<file path="src/rtl/branch_resolve_pkg.sv">
// Shared RISC-V branch decode constants used by the branch resolve stage
// and the BrUn decode.
package branch_resolve_pkg;

    localparam logic [6:0] OPC_BRANCH = 7'b1100011;

    typedef enum logic [2:0] {
        F3_BEQ  = 3'b000,
        F3_BNE  = 3'b001,
        F3_BLT  = 3'b100,
        F3_BGE  = 3'b101,
        F3_BLTU = 3'b110,
        F3_BGEU = 3'b111
    } br_funct3_e;

    // funct3 010/011 under the branch opcode are reserved and pass through.
    function automatic logic is_branch_f3(input logic [2:0] f3);
        return (f3 == F3_BEQ)  || (f3 == F3_BNE)  || (f3 == F3_BLT) ||
               (f3 == F3_BGE)  || (f3 == F3_BLTU) || (f3 == F3_BGEU);
    endfunction

endpackage

</file>
<file path="src/rtl/branch_resolve_if.sv">
// Bundle between the decode stage and the branch resolve stage: operand
// inputs, resolved outputs, redirect/flush and statistics.
interface branch_resolve_if #(
    parameter int XLEN  = 32,
    parameter int CNT_W = 32
);
    logic             in_valid;
    logic [31:0]      in_inst;
    logic [XLEN-1:0]  in_pc;
    logic [XLEN-1:0]  in_rs1;
    logic [XLEN-1:0]  in_rs2;
    logic             br_un;
    logic             stall;
    logic             out_valid;
    logic             br_eq;
    logic             br_lt;
    logic             redirect;
    logic [XLEN-1:0]  redirect_pc;
    logic             flush;
    logic [CNT_W-1:0] branch_count;
    logic [CNT_W-1:0] taken_count;

    modport master (
        output in_valid, in_inst, in_pc, in_rs1, in_rs2, br_un, stall,
        input  out_valid, br_eq, br_lt, redirect, redirect_pc, flush,
               branch_count, taken_count
    );

    modport slave (
        input  in_valid, in_inst, in_pc, in_rs1, in_rs2, br_un, stall,
        output out_valid, br_eq, br_lt, redirect, redirect_pc, flush,
               branch_count, taken_count
    );
endinterface

</file>
<file path="src/rtl/branch_resolve_comp.sv">
// Combinational XLEN-wide equality / less-than comparator with an unsigned
// select; also intended for forwarding-compare reuse.
module branch_comp #(
    parameter int XLEN = 32
) (
    input  logic [XLEN-1:0] a_i,
    input  logic [XLEN-1:0] b_i,
    input  logic            un_i,
    output logic            eq_o,
    output logic            lt_o
);
    logic signed [XLEN-1:0] a_s;
    logic signed [XLEN-1:0] b_s;

    assign a_s = a_i;
    assign b_s = b_i;

    always_comb begin
        eq_o = (a_i == b_i);
        lt_o = un_i ? (a_i < b_i) : (a_s < b_s);
    end
endmodule

</file>
<file path="src/rtl/branch_resolve.sv">
// Conditional branch resolution: registered compare, taken decision, PC
// redirect, wrong-path squash window and saturating branch statistics.
module branch_resolve
    import branch_resolve_pkg::*;
#(
    parameter int XLEN         = 32,
    parameter int FLUSH_CYCLES = 2,
    parameter int CNT_W        = 32
) (
    input logic             clk,
    input logic             rst,
    branch_resolve_if.slave bus
);
    localparam int CW = $clog2(FLUSH_CYCLES + 1);

    typedef enum logic {ST_IDLE, ST_SQUASH} state_e;

    state_e           state_q, state_d;
    logic [CW-1:0]    sq_cnt_q, sq_cnt_d;
    logic             out_valid_q, br_eq_q, br_lt_q, redirect_q;
    logic [XLEN-1:0]  redirect_pc_q;
    logic [CNT_W-1:0] branch_cnt_q, taken_cnt_q;

    logic [2:0] funct3;
    logic       is_branch, accept, take, cond, cmp_un, cmp_eq, cmp_lt;
    logic [XLEN-1:0] target;

    function automatic logic [XLEN-1:0] b_imm(input logic [31:0] inst);
        return {{(XLEN-12){inst[31]}}, inst[7], inst[30:25], inst[11:8], 1'b0};
    endfunction

    function automatic logic [CNT_W-1:0] sat_inc(input logic [CNT_W-1:0] v);
        return (&v) ? v : v + CNT_W'(1);
    endfunction

    assign funct3    = bus.in_inst[14:12];
    assign is_branch = (bus.in_inst[6:0] == OPC_BRANCH) && is_branch_f3(funct3);
    assign accept    = bus.in_valid && !bus.stall && (state_q == ST_IDLE);
    // br_un may be X on non-branches; keep it out of the comparator.
    assign cmp_un    = is_branch & bus.br_un;
    assign target    = bus.in_pc + b_imm(bus.in_inst);

    branch_comp #(.XLEN(XLEN)) u_comp (
        .a_i (bus.in_rs1),
        .b_i (bus.in_rs2),
        .un_i(cmp_un),
        .eq_o(cmp_eq),
        .lt_o(cmp_lt)
    );

    always_comb begin
        cond = 1'b0;
        case (funct3)
            F3_BEQ:           cond = cmp_eq;
            F3_BNE:           cond = !cmp_eq;
            F3_BLT, F3_BLTU:  cond = cmp_lt;
            F3_BGE, F3_BGEU:  cond = !cmp_lt;
            default:          cond = 1'b0;
        endcase
    end

    assign take = accept && is_branch && cond;

    always_ff @(posedge clk or posedge rst) begin
        if (rst) begin
            state_q  <= ST_IDLE;
            sq_cnt_q <= '0;
        end else begin
            state_q  <= state_d;
            sq_cnt_q <= sq_cnt_d;
        end
    end

    always_comb begin
        state_d  = state_q;
        sq_cnt_d = sq_cnt_q;
        if (!bus.stall) begin
            case (state_q)
                ST_IDLE: begin
                    if (take) begin
                        state_d  = ST_SQUASH;
                        sq_cnt_d = CW'(FLUSH_CYCLES);
                    end
                end
                ST_SQUASH: begin
                    if (sq_cnt_q == CW'(1)) begin
                        state_d  = ST_IDLE;
                        sq_cnt_d = '0;
                    end else begin
                        sq_cnt_d = sq_cnt_q - CW'(1);
                    end
                end
                default: state_d = ST_IDLE;
            endcase
        end
    end

    always_comb begin
        bus.flush = (state_q == ST_SQUASH);
    end

    // Resolved-instruction stage; everything freezes under stall.
    always_ff @(posedge clk or posedge rst) begin
        if (rst) begin
            out_valid_q   <= 1'b0;
            br_eq_q       <= 1'b0;
            br_lt_q       <= 1'b0;
            redirect_q    <= 1'b0;
            redirect_pc_q <= '0;
            branch_cnt_q  <= '0;
            taken_cnt_q   <= '0;
        end else if (!bus.stall) begin
            out_valid_q   <= accept;
            br_eq_q       <= accept && is_branch && cmp_eq;
            br_lt_q       <= accept && is_branch && cmp_lt;
            redirect_q    <= take;
            redirect_pc_q <= take ? target : '0;
            if (accept && is_branch) branch_cnt_q <= sat_inc(branch_cnt_q);
            if (take)                taken_cnt_q  <= sat_inc(taken_cnt_q);
        end
    end

    assign bus.out_valid    = out_valid_q;
    assign bus.br_eq        = br_eq_q;
    assign bus.br_lt        = br_lt_q;
    assign bus.redirect     = redirect_q;
    assign bus.redirect_pc  = redirect_pc_q;
    assign bus.branch_count = branch_cnt_q;
    assign bus.taken_count  = taken_cnt_q;
endmodule
</file>
<file path="src/flat_wrapper.sv">
// flat-port wrapper written by rule: the top's interface ports become plain ports
module branch_resolve_flat import branch_resolve_pkg::*;
#(
    parameter int XLEN         = 32,
    parameter int FLUSH_CYCLES = 2,
    parameter int CNT_W        = 32
)
  (clk, rst, bus_in_valid, bus_in_inst, bus_in_pc, bus_in_rs1, bus_in_rs2, bus_br_un, bus_stall, bus_out_valid, bus_br_eq, bus_br_lt, bus_redirect, bus_redirect_pc, bus_flush, bus_branch_count, bus_taken_count);
  branch_resolve_if #(.XLEN(XLEN), .CNT_W(CNT_W)) bus_i ();
  input logic clk;
  input logic rst;
  input wire logic [$bits(bus_i.in_valid)-1:0] bus_in_valid;
  input wire logic [$bits(bus_i.in_inst)-1:0] bus_in_inst;
  input wire logic [$bits(bus_i.in_pc)-1:0] bus_in_pc;
  input wire logic [$bits(bus_i.in_rs1)-1:0] bus_in_rs1;
  input wire logic [$bits(bus_i.in_rs2)-1:0] bus_in_rs2;
  input wire logic [$bits(bus_i.br_un)-1:0] bus_br_un;
  input wire logic [$bits(bus_i.stall)-1:0] bus_stall;
  output wire logic [$bits(bus_i.out_valid)-1:0] bus_out_valid;
  output wire logic [$bits(bus_i.br_eq)-1:0] bus_br_eq;
  output wire logic [$bits(bus_i.br_lt)-1:0] bus_br_lt;
  output wire logic [$bits(bus_i.redirect)-1:0] bus_redirect;
  output wire logic [$bits(bus_i.redirect_pc)-1:0] bus_redirect_pc;
  output wire logic [$bits(bus_i.flush)-1:0] bus_flush;
  output wire logic [$bits(bus_i.branch_count)-1:0] bus_branch_count;
  output wire logic [$bits(bus_i.taken_count)-1:0] bus_taken_count;
  assign bus_i.in_valid = bus_in_valid;
  assign bus_i.in_inst = bus_in_inst;
  assign bus_i.in_pc = bus_in_pc;
  assign bus_i.in_rs1 = bus_in_rs1;
  assign bus_i.in_rs2 = bus_in_rs2;
  assign bus_i.br_un = bus_br_un;
  assign bus_i.stall = bus_stall;
  assign bus_out_valid = bus_i.out_valid;
  assign bus_br_eq = bus_i.br_eq;
  assign bus_br_lt = bus_i.br_lt;
  assign bus_redirect = bus_i.redirect;
  assign bus_redirect_pc = bus_i.redirect_pc;
  assign bus_flush = bus_i.flush;
  assign bus_branch_count = bus_i.branch_count;
  assign bus_taken_count = bus_i.taken_count;
  branch_resolve #(.XLEN(XLEN), .FLUSH_CYCLES(FLUSH_CYCLES), .CNT_W(CNT_W)) u_core (.clk(clk), .rst(rst), .bus(bus_i));
endmodule
</file>
<file path="config.mk">
export PLATFORM = sky130hd
export DESIGN_NAME = branch_resolve_flat
export DESIGN_NICKNAME = d
export VERILOG_FILES = /design/src/rtl/branch_resolve_pkg.sv /design/src/rtl/branch_resolve_if.sv /design/src/rtl/branch_resolve_comp.sv /design/src/rtl/branch_resolve.sv /design/src/flat_wrapper.sv
export SDC_FILE = /design/constraint.sdc
export NUM_CORES = 1
export LEC_CHECK = 0
export BUFFER_PORTS_ARGS = -buffer_cell sky130_fd_sc_hd__buf_2
export CORE_MARGIN = 2
export CORE_UTILIZATION = 50
export CTS_BUF_LIST = sky130_fd_sc_hd__clkbuf_8
export DETAILED_ROUTE_END_ITERATION = 10
export PLACE_DENSITY = 0.79
export SYNTH_ARGS = -nofsm -noshare
export SYNTH_HDL_FRONTEND = slang
export SYNTH_SLANG_ARGS = --single-unit
</file>
<file path="constraint.sdc">
create_clock -name clk -period 4.95 [get_ports clk]
set_input_delay 0.495 -clock clk [delete_from_list [all_inputs] [get_ports clk]]
set_output_delay 0.495 -clock clk [all_outputs]
set_load 0.05 [all_outputs]
</file>
======== Yosys cells after proc, flatten, opt, wreduce, memory -nomap -nowiden ========
Cells that the tools add are included.
word-level totals
  bits of input ports ..................... 133
  register bits ........................... 103
operators by class
  eq/ne operators ......................... 9
  mux-type cells .......................... 9
  magnitude comparators ................... 2
  bitwise gates (word level) .............. 5
  $add $sub $neg .......................... 4
  reductions and logical operators ........ 23
operators by type and width
  cell                                            number
  adder 32 x 1 -> 32 bit (second input constant)  2
  < comparator 32 bit                             2
  AND reduction 32 bit                            2
  adder 32 bit                                    1
  == test 32 bit                                  1
  2-to-1 mux 32 bit                               1
  == test 3 bit (second input constant)           4
  == test 7 bit (second input constant)           1
  logical AND 1 bit                               7
  AND reduction 3 bit                             2
  logical OR 1 bit                                5
  2-to-1 mux 2 bit                                2
  NOT 1 bit                                       4
  one-hot mux 1 bit (4 select lines)              1
  one-hot mux 2 bit (2 select lines)              1
  OR reduction 2 bit                              2
  == test 3 x 1 -> 1 bit (second input constant)  1
  logical NOT 1 bit                               3
  logical NOT 3 bit                               1
  2-to-1 mux 1 bit                                3
  == test 2 x 1 -> 1 bit (second input constant)  1
  != test 2 x 1 -> 1 bit (second input constant)  1
  one-hot mux 1 bit (2 select lines)              1
  AND reduction 2 bit                             1
  2 further kinds                                 2

======== Depth between registers and ports, before layout ========
Gate-level depths: netlist (run 1).
  depth in word-level cells ............... 14
  depth in mapped cells ................... 12

======== By module ========
A second synthesis (run 1) with hierarchy kept.
second synthesis, totals
  cell total of the unflattened synthesis .. 751
  area total of the unflattened synthesis .. 6960.4 um2
by module, submodules not included
  module          seq. area each (um2)  cells an instance  area each (um2)  instances
  branch_resolve  2577.5                639                6145.9           1
  branch_comp     0.0                   112                814.5            1

======== Worst setup path after synthesis (run 1) ========
Ideal clock, no wire load.
  path kind ............................... input -> register
  start point ............................. input bus_in_rs2[14]
  end point ............................... register u_core.taken_cnt_q[1] (netlist: u_core.bus.taken_count[1])
  arrival time ............................ 2.708 ns
  setup slack ............................. 2.117 ns
  data required time ...................... 4.825 ns
  stages .................................. 11
  cell sequence ........................... inv_1 -> ha_1 -> a21oi_1 -> nand2_1 -> a21o_1 -> o41a_1 -> o311ai_2 -> nand3_1 -> buf_2 -> a21oi_2 -> mux2_2
on the way
  cells in the longest elaborated chain, start to end .. 6
  elaborated cells between the ends (all ways) .. 9
  those cells by class .................... order compare: 2; eq/ne: 1; mux: 2; reduce/logical: 4
RTL lines
  element                               RTL line                   RTL
  start: declaration                    flat_wrapper.sv:16         input wire logic [$bits(bus_i.in_rs2)-1:0] bus_in_rs2;
  < comparator 32 bit                   branch_resolve_comp.sv:20  lt_o = un_i ? (a_i < b_i) : (a_s < b_s);
  2-to-1 mux 1 bit                      branch_resolve_comp.sv:20
  logical NOT 1 bit                     branch_resolve.sv:57       F3_BGE, F3_BGEU: cond = !cmp_lt;
  one-hot mux 1 bit (4 select lines) *  branch_resolve.sv:53       case (funct3)
  logical AND 1 bit *                   branch_resolve.sv:62       assign take = accept && is_branch && cond;
  AND reduction 3 bit (no line) *       --
  end signal: assignment                branch_resolve.sv:119      if (take) taken_cnt_q <= sat_inc(taken_cnt_q);
  end: declaration                      branch_resolve.sv:22       logic [CNT_W-1:0] branch_cnt_q, taken_cnt_q;
Mark *: on every way between the ends. The rest lies on a longest branch, timed or not.
A chain may end at the register's enable or synchronous reset.

======== Worst setup path after layout (run 1) ========
  start point ............................. input bus_in_rs2[31]
  end point ............................... register u_core.taken_cnt_q[1] (netlist: u_core.bus.taken_count[1])
Same word-level chain as after synthesis.

==> results.py, run 1 <==
metrics = {
    "yosys": {
        "synth_area_mm2": 0.00711,
        "synth_top_family_by_area": "simple AND/OR/NAND/NOR gates",
        "ys_warn_count": 0,
        "syn_avg_cell_area_um2": 9.14,
        "synthArstFlopShare_pct": 100,
        "synth_edf_count": 0,
        "synth_mux_area_share_pct": 0.599,
        "synth_area_leaders": "dfrtp_1, ha_1, xnor2_1",
        "synth-compound-area-share_pct": 16.3,
        "syn-instance-count": 777,
        "yosysTopAreaCell": "dfrtp_1",
        "ys_seq_area_share_pct": 36.3,
        "synth_cell_types": 68,
        "syn-num-nets": 976,
        "netlist.area_leader.share_pct": 36.3,
        "synthAdderAreaFrac_pct": 11.7,
        "synth_xor_xnor_area_share_pct": 10.2,
        "ys.flop_type": "dfrtp_1",
        "yosys_register_bits": 103,
        "synth-simple-area-share_pct": 20.3,
    },
    "critical_path": {
        "r2r_slack_ns": 1.97,
        "startpoint_type": "primary input",
        "worstPathArrival_ns": 3.65,
        "end_kind": "flop",
        "r2r-start": "u_core.bus.branch_count[5]",
        "crit_type": "primary input to flop",
        "ff2ff_path_depth": 8,
        "timing.rr.end": "u_core.bus.branch_count[15]",
        "cp.required_ns": 5.22,
        "cp_max_fo": 20,
    },
    "finish": {
        "nets": 1189,
        "design_area_mm2": 0.00858,
        "multiInputGateArea_mm2": 0.00420,
        "area.growth.synth_to_final_pct": 20.7,
        "final_cell_mix": "buf_2, dfrtp_1, nand2_1",
        "seq_area_mm2": 0.00258,
        "stdcell_count": 1176,
        "drive_above_1_share_pct": 26.3,
        "final_common_cell": "buf_2",
        "fillers": 1208,
        "fin_util_pct": 61.8,
    },
    "clocking": {
        "cts_resized": 0,
        "cts_tree": "done",
        "hold_buffers": 0,
        "clkSinkCount": 103,
        "cts.htree.levels": 3,
        "clk_pin_slew_ns": 0.12,
        "clk_path_buf_depth": 2,
        "numCtsBuffers": 9,
        "clockRootBuffer": "clkbuf_8",
        "clk_latency_ns": 0.39,
        "post_cts_buffers": 0,
    },
    "route": {
        "vias": 6642,
        "ant_nets": 0,
        "firstDrtPassIters": 5,
        "avgRoutedWirePerCell_um": 15.5,
        "drc": 0,
        "drtIter0Drc": 365,
        "routed_via_density": 5.65,
        "wl_um": 18200,
    },
    "timing": {
        "setup_tns_ns": 0,
        "fmax_mhz": 296,
        "worst_pin_slew_ns": 0.886,
        "timing.final.ws_setup_ns": 1.57,
        "setup_viol": 0,
        "relSlewSlack_pct": 41.0,
        "period_needed_ns": 3.38,
        "fin_skew_ns": 0.0147,
        "hold_slack_ns": 0.196,
        "slew_viol_final": 0,
        "finalCritPeriodShare_pct": 68.3,
        "hold_viol": 0,
        "rsz0062_at_grt": "no",
    },
    "place": {
        "dp.cells": 1159,
        "finalWeightedCongestion": 0.864,
        "place_area_mm2": 0.00835,
        "port_buffers": 223,
        "hpwl_um": 14000,
        "pre_cts_ws_ns": 1.11,
    },
    "global_route": {
        "grt_first_pass_wirelength_um": 28800,
        "antenna_found_initial": 2,
        "use_met1_pct": 31.2,
        "grt_use_met3_pct": 4.11,
        "grt_start_max_net_pins": 63,
        "gr-usage-all-layers_pct": 23.6,
        "grt_pass1_vias": 6110,
        "met2_usage_pct": 39.4,
        "overflow": 0,
        "busiest_layer": "met2",
    },
    "power": {
        "p_per_area_mw_per_mm2": 216,
        "ir_drop_mv": 0.163,
        "power_leakage_nw": 4.49,
        "power_mw": 1.85,
    },
    "run_status": {
        "status": "completed",
    },
    "die": {
        "die_area_mm2": 0.0152,
        "num_rows": 43,
        "die_height_um": 123,
        "coreArea_mm2": 0.0139,
        "io_pins": 234,
        "initial_utilization_pct": 51.2,
        "die_w_um": 123,
    },
    "flow_run": {
        "drv_cap": 0,
    },
    "worst_hold_path": {
        "hold_class": "primary input to async pin",
    },
}
[critical path, cell delays in order]
cell and delay [ns]:
buf_2 0.08, inv_1 0.04, ha_1 0.33, nand4_1 0.19
nor3_1 0.09, a221oi_1 0.42, nand2_1 0.19, o311ai_2 0.39
nand3_1 0.66, a21oi_2 0.41, mux2_2 0.36
[Yosys cell counts (all sizes together), types with 2 or more instances]
cell and instances:
o21ai 52, nand3 38, mux2i 2, buf 11, or3 3, a22o 5
nand4 45, clkbuf 15, o21bai 4, o31ai 5, a31oi 5, a32o 2
a221oi 2, ha 65, a22oi 3, nor2 24, mux2 2, dfrtp 103
a21oi 54, nor3b 3, nand2 79, inv 51, a2111oi 3, o311ai 3
and2 6, xor2 23, o211ai 8, o41a 2, nor2b 4, or2 2
a41oi 2, a211oi 12, a21o 12, and3 16, xnor2 60, nor3 11
and4b 2, and4 15, nand2b 4, nor4 8
[kinds of logic (layout without fill, tap and decap cells)]
| logic type | after synthesis | after routing |
|---|---|---|
| AOI/OAI and AO/OA | 180 | 180 |
| xor gates and xnor gates | 83 | 83 |
| adders and majority gates | 66 | 66 |
| buffers and inverters | 77 | 295 |
| DFF | 103 | 103 |
| muxes | 4 | 4 |
| other | 0 | 1 |
| and+or+nand+nor | 264 | 264 |
[report_power, final]
part	leakage [nW]	internal (mW)	switching, mW	total (mW)
Combinational	2.96	0.167	0.235	0.402
Clock	0.109	0.251	0.342	0.593
Sequential	1.43	0.850	0.00626	0.856
[layout make-up]
class / count / area share, %
multi-input cells: 597 / 49.0
flip-flops and latches: 103 / 30.1
repair buffers: 228 / 13.5
well taps: 180 / 2.63
inverters: 51 / 2.26
clock buffers: 9 / 1.44
clock inverters: 7 / 1.12
diodes: 1 / 0.0292
[how the worst max path moves through the flow]
stage	startpoint	end	depth (start not counted)
6_report	bus_in_rs2[31]	u_core.bus.taken_count[1]	11
2_1_floorplan	rst	u_core.bus.br_eq	1
3_3_place_gp	bus_in_rs2[30]	u_core.bus.taken_count[1]	11
4_1_cts	bus_in_rs2[31]	u_core.bus.taken_count[1]	11
5_1_grt	bus_in_rs2[31]	u_core.bus.taken_count[1]	11
3_5_place_dp	bus_in_rs2[31]	u_core.bus.taken_count[1]	11
[layer usage]
metal  vias to the layer above  routed length [µm]
li1                       3274                   -
met1                      3132                8130
met2                       198                8560
met3                        36                1160
met4                         2                 371
met5                         -                   7
[flip-flops by register name, summed over array words and instances (netlist names)]
| signal | flops |
|---|---|
| u_core.sq_cnt_q | 2 |
| u_core.bus.redirect_pc | 32 |
| u_core.bus.branch_count | 32 |
| u_core.bus.flush | 1 |
| u_core.bus.taken_count | 32 |
| u_core.bus.redirect | 1 |
| u_core.bus.br_eq | 1 |
| u_core.bus.out_valid | 1 |
| u_core.bus.br_lt | 1 |
(Power assumes the default switching activity.)
==> inputs of run 2 (changes only) <==
--- a/config.mk
+++ b/config.mk
@@ -5,9 +5,10 @@
 export SDC_FILE = /design/constraint.sdc
 export NUM_CORES = 1
 export LEC_CHECK = 0
+export ABC_AREA = 1
 export BUFFER_PORTS_ARGS = -buffer_cell sky130_fd_sc_hd__buf_2
 export CORE_MARGIN = 2
-export CORE_UTILIZATION = 50
+export CORE_UTILIZATION = 49
 export CTS_BUF_LIST = sky130_fd_sc_hd__clkbuf_8
 export DETAILED_ROUTE_END_ITERATION = 10
 export PLACE_DENSITY = 0.79
==> constraint.sdc (replaced) <==
create_clock -name clk -period 2.8 [get_ports clk]
set_input_delay 0.28 -clock clk [delete_from_list [all_inputs] [get_ports clk]]
set_output_delay 0.28 -clock clk [all_outputs]
set_load 0.05 [all_outputs]
==> results.py, run 2 <==
metrics = {
    "place": {
        "port_buffers": 223,
        "hpwl_um": 17600,
        "pre_cts_ws_ns": 0.327,
        "dp.cells": 1503,
        "finalWeightedCongestion": 0.906,
    },
    "critical_path": {
        "crit_chain": "ha_1, nand3_2, nor3_4, inv_2, nor2_4, nand3_2, inv_2, a31oi_4, nand3_4, nand2_1, nand2_1",
        "crit_family": "simple AND/OR/NAND/NOR gates",
        "critical_path.max_stage_delay_ns": 0.49,
        "crit_end": "u_core.bus.taken_count[10]",
        "path_depth": 11,
        "timing.rr.end": "u_core.bus.taken_count[10]",
        "r2r-start": "u_core.bus.taken_count[1]",
        "crit_type": "flop to flop",
        "startpoint_type": "flop",
        "cp.required_ns": 3.11,
        "critPathLaunch": "u_core.bus.taken_count[1]",
        "end_kind": "flop",
        "critPathSlowestCell": "dfrtp_1",
        "r2r_slack_ns": 0.37,
        "worstPathArrival_ns": 2.74,
        "cp_max_fo": 32,
        "ff2ff_path_depth": 11,
        "critPathBufInv": 2,
    },
    "clocking": {
        "clk_path_buf_depth": 2,
        "clk_pin_slew_ns": 0.11,
        "post_cts_buffers": 0,
        "clkSinkCount": 103,
        "cts_tree": "done",
        "clk_latency_ns": 0.38,
        "numCtsBuffers": 9,
        "hold_buffers": 0,
        "cts_resized": 0,
        "clockRootBuffer": "clkbuf_8",
        "cts.htree.levels": 3,
    },
    "power": {
        "p_int_mw": 2.37,
        "seqPwrFrac_pct": 44.8,
        "p_sw_mw": 1.02,
        "p_comb_share_pct": 23.3,
        "p_sw_share_pct": 30.2,
        "p_per_area_mw_per_mm2": 356,
        "ir_drop_mv": 0.186,
        "power_leakage_nw": 5.30,
        "pwr-share-clk_pct": 31.9,
    },
    "yosys": {
        "synth_common_cells": "nand2_1, inv_1, dfrtp_1",
        "syn-instance-count": 1072,
        "syn_avg_cell_area_um2": 7.40,
        "ys.flop_type": "dfrtp_1",
        "ys_seq_area_share_pct": 32.5,
        "syn-num-nets": 1271,
        "yosysTopAreaCell": "dfrtp_1",
        "ys_warn_count": 0,
        "synthArstFlopShare_pct": 100,
        "synth_area_mm2": 0.00793,
        "synth_edf_count": 0,
        "yosys_register_bits": 103,
        "synth_cell_types": 41,
        "synth_area_leaders": "dfrtp_1, nand2_1, ha_1",
        "netlist.area_leader.share_pct": 32.5,
        "synth.most_common_cell": "nand2_1",
    },
    "route": {
        "vias": 7828,
        "drtIter0Drc": 449,
        "wl_um": 22100,
        "ant_nets": 0,
        "routed_via_density": 5.15,
        "drc": 0,
        "avgRoutedWirePerCell_um": 14.5,
        "firstDrtPassIters": 7,
    },
    "finish": {
        "area.growth.synth_to_final_pct": 20.1,
        "nets": 1497,
        "multiInputGateArea_mm2": 0.00478,
        "diodes": 0,
        "stdcell_count": 1519,
        "final_common_cell": "nand2_1",
        "fillers": 1487,
        "final_cell_mix": "nand2_1, buf_2, inv_1",
        "drive_above_1_share_pct": 21.3,
        "seq_area_mm2": 0.00258,
        "fin_util_pct": 60.1,
    },
    "global_route": {
        "grt_use_met3_pct": 3.24,
        "antenna_found_initial": 0,
        "grt_pass1_vias": 7417,
        "overflow": 0,
        "met2_usage_pct": 43.5,
        "grt_start_max_net_pins": 104,
        "use_met1_pct": 32.6,
        "grt_first_pass_wirelength_um": 35800,
        "busiest_layer": "met2",
        "gr-usage-all-layers_pct": 25.2,
    },
    "die": {
        "coreArea_mm2": 0.0158,
        "io_pins": 234,
        "num_rows": 46,
        "initial_utilization_pct": 50.1,
        "die_height_um": 131,
        "die_w_um": 131,
        "die_area_mm2": 0.0172,
    },
    "timing": {
        "finalCritPeriodShare_pct": 86.8,
        "slew_viol_final": 0,
        "setup_viol": 0,
        "rsz0062_at_grt": "no",
        "setup_tns_ns": 0,
        "hold_viol": 0,
        "timing.final.ws_setup_ns": 0.371,
        "fmax_mhz": 412,
        "period_needed_ns": 2.43,
        "worst_pin_slew_ns": 0.572,
        "relSlewSlack_pct": 61.9,
        "fin_skew_ns": 0.0179,
    },
    "worst_hold_path": {
        "hold_class": "primary input to async pin",
    },
    "flow_run": {
        "drv_cap": 0,
    },
    "run_status": {
        "status": "completed",
    },
}
run 2: cells by family (layout without fill, tap and decap cells):
| logic type | count (synthesis) | count (layout) | share of synthesized area (%) |
|---|---|---|---|
| compound gates | 118 | 118 | 8.30 |
| xor+xnor | 90 | 90 | 9.94 |
| fa+ha+maj | 66 | 66 | 10.5 |
| buf+inv | 139 | 370 | 7.24 |
| flops | 103 | 103 | 32.5 |
| simple gates | 556 | 556 | 31.5 |
run 2: how the worst min path moves through the flow:
stage	start	to	slack (ns)	cells after the start
after floorplan	bus_in_pc[0]	u_core.bus.redirect_pc[0]	0.39	2
after global placement	u_core.bus.redirect_pc[1]	u_core.bus.redirect_pc[1]	0.46	2
after detailed placement	u_core.bus.out_valid	u_core.bus.out_valid	0.46	2
after CTS	rst	u_core.bus.branch_count[25]	0.06	3
after global routing	rst	u_core.bus.branch_count[27]	0.09	3
final	rst	u_core.bus.branch_count[25]	0.02	3
run 2: routing by layer:
layer	routed length [µm]	part of all wire, %
met5	0	0
met3	1180	5.4
met1	9740	44
met4	476	2.2
met2	10700	48
run 2: area by class of cell:
type	count	share of cell area, %
Tap cell	216	2.84
Timing Repair Buffer	234	12.7
Sequential cell	103	27.1
Inverter	120	4.77
Multi-Input combinational cell	830	50.2
Clock buffer	11	1.59
Clock inverter	5	0.828
run 2: per-stage QoR:
step                hold slack, ns  power (mW)  instance area [µm²]
floorplan                    0.390        2.08                 7930
global placement             0.462        2.32                 9290
detailed placement           0.464        2.33                 9290
CTS                         0.0621        3.41                 9520
global route                0.0938        3.58                 9520
finish                      0.0237        3.39                 9520
run 2: tightest hold or removal path, delay by kind of cell:
| family | cells | cell delay [ns] |
|---|---|---|
| buffers and inverters | 3 | 0.59 |
run 2: power groups by stage:
stage	combinational, mW	clock (mW)	sequential, mW
2_1_floorplan	0.520	0	1.56
3_3_place_gp	0.771	0	1.55
3_5_place_dp	0.784	0	1.55
4_1_cts	0.789	1.11	1.52
5_1_grt	0.891	1.17	1.52
6_report	0.790	1.08	1.52
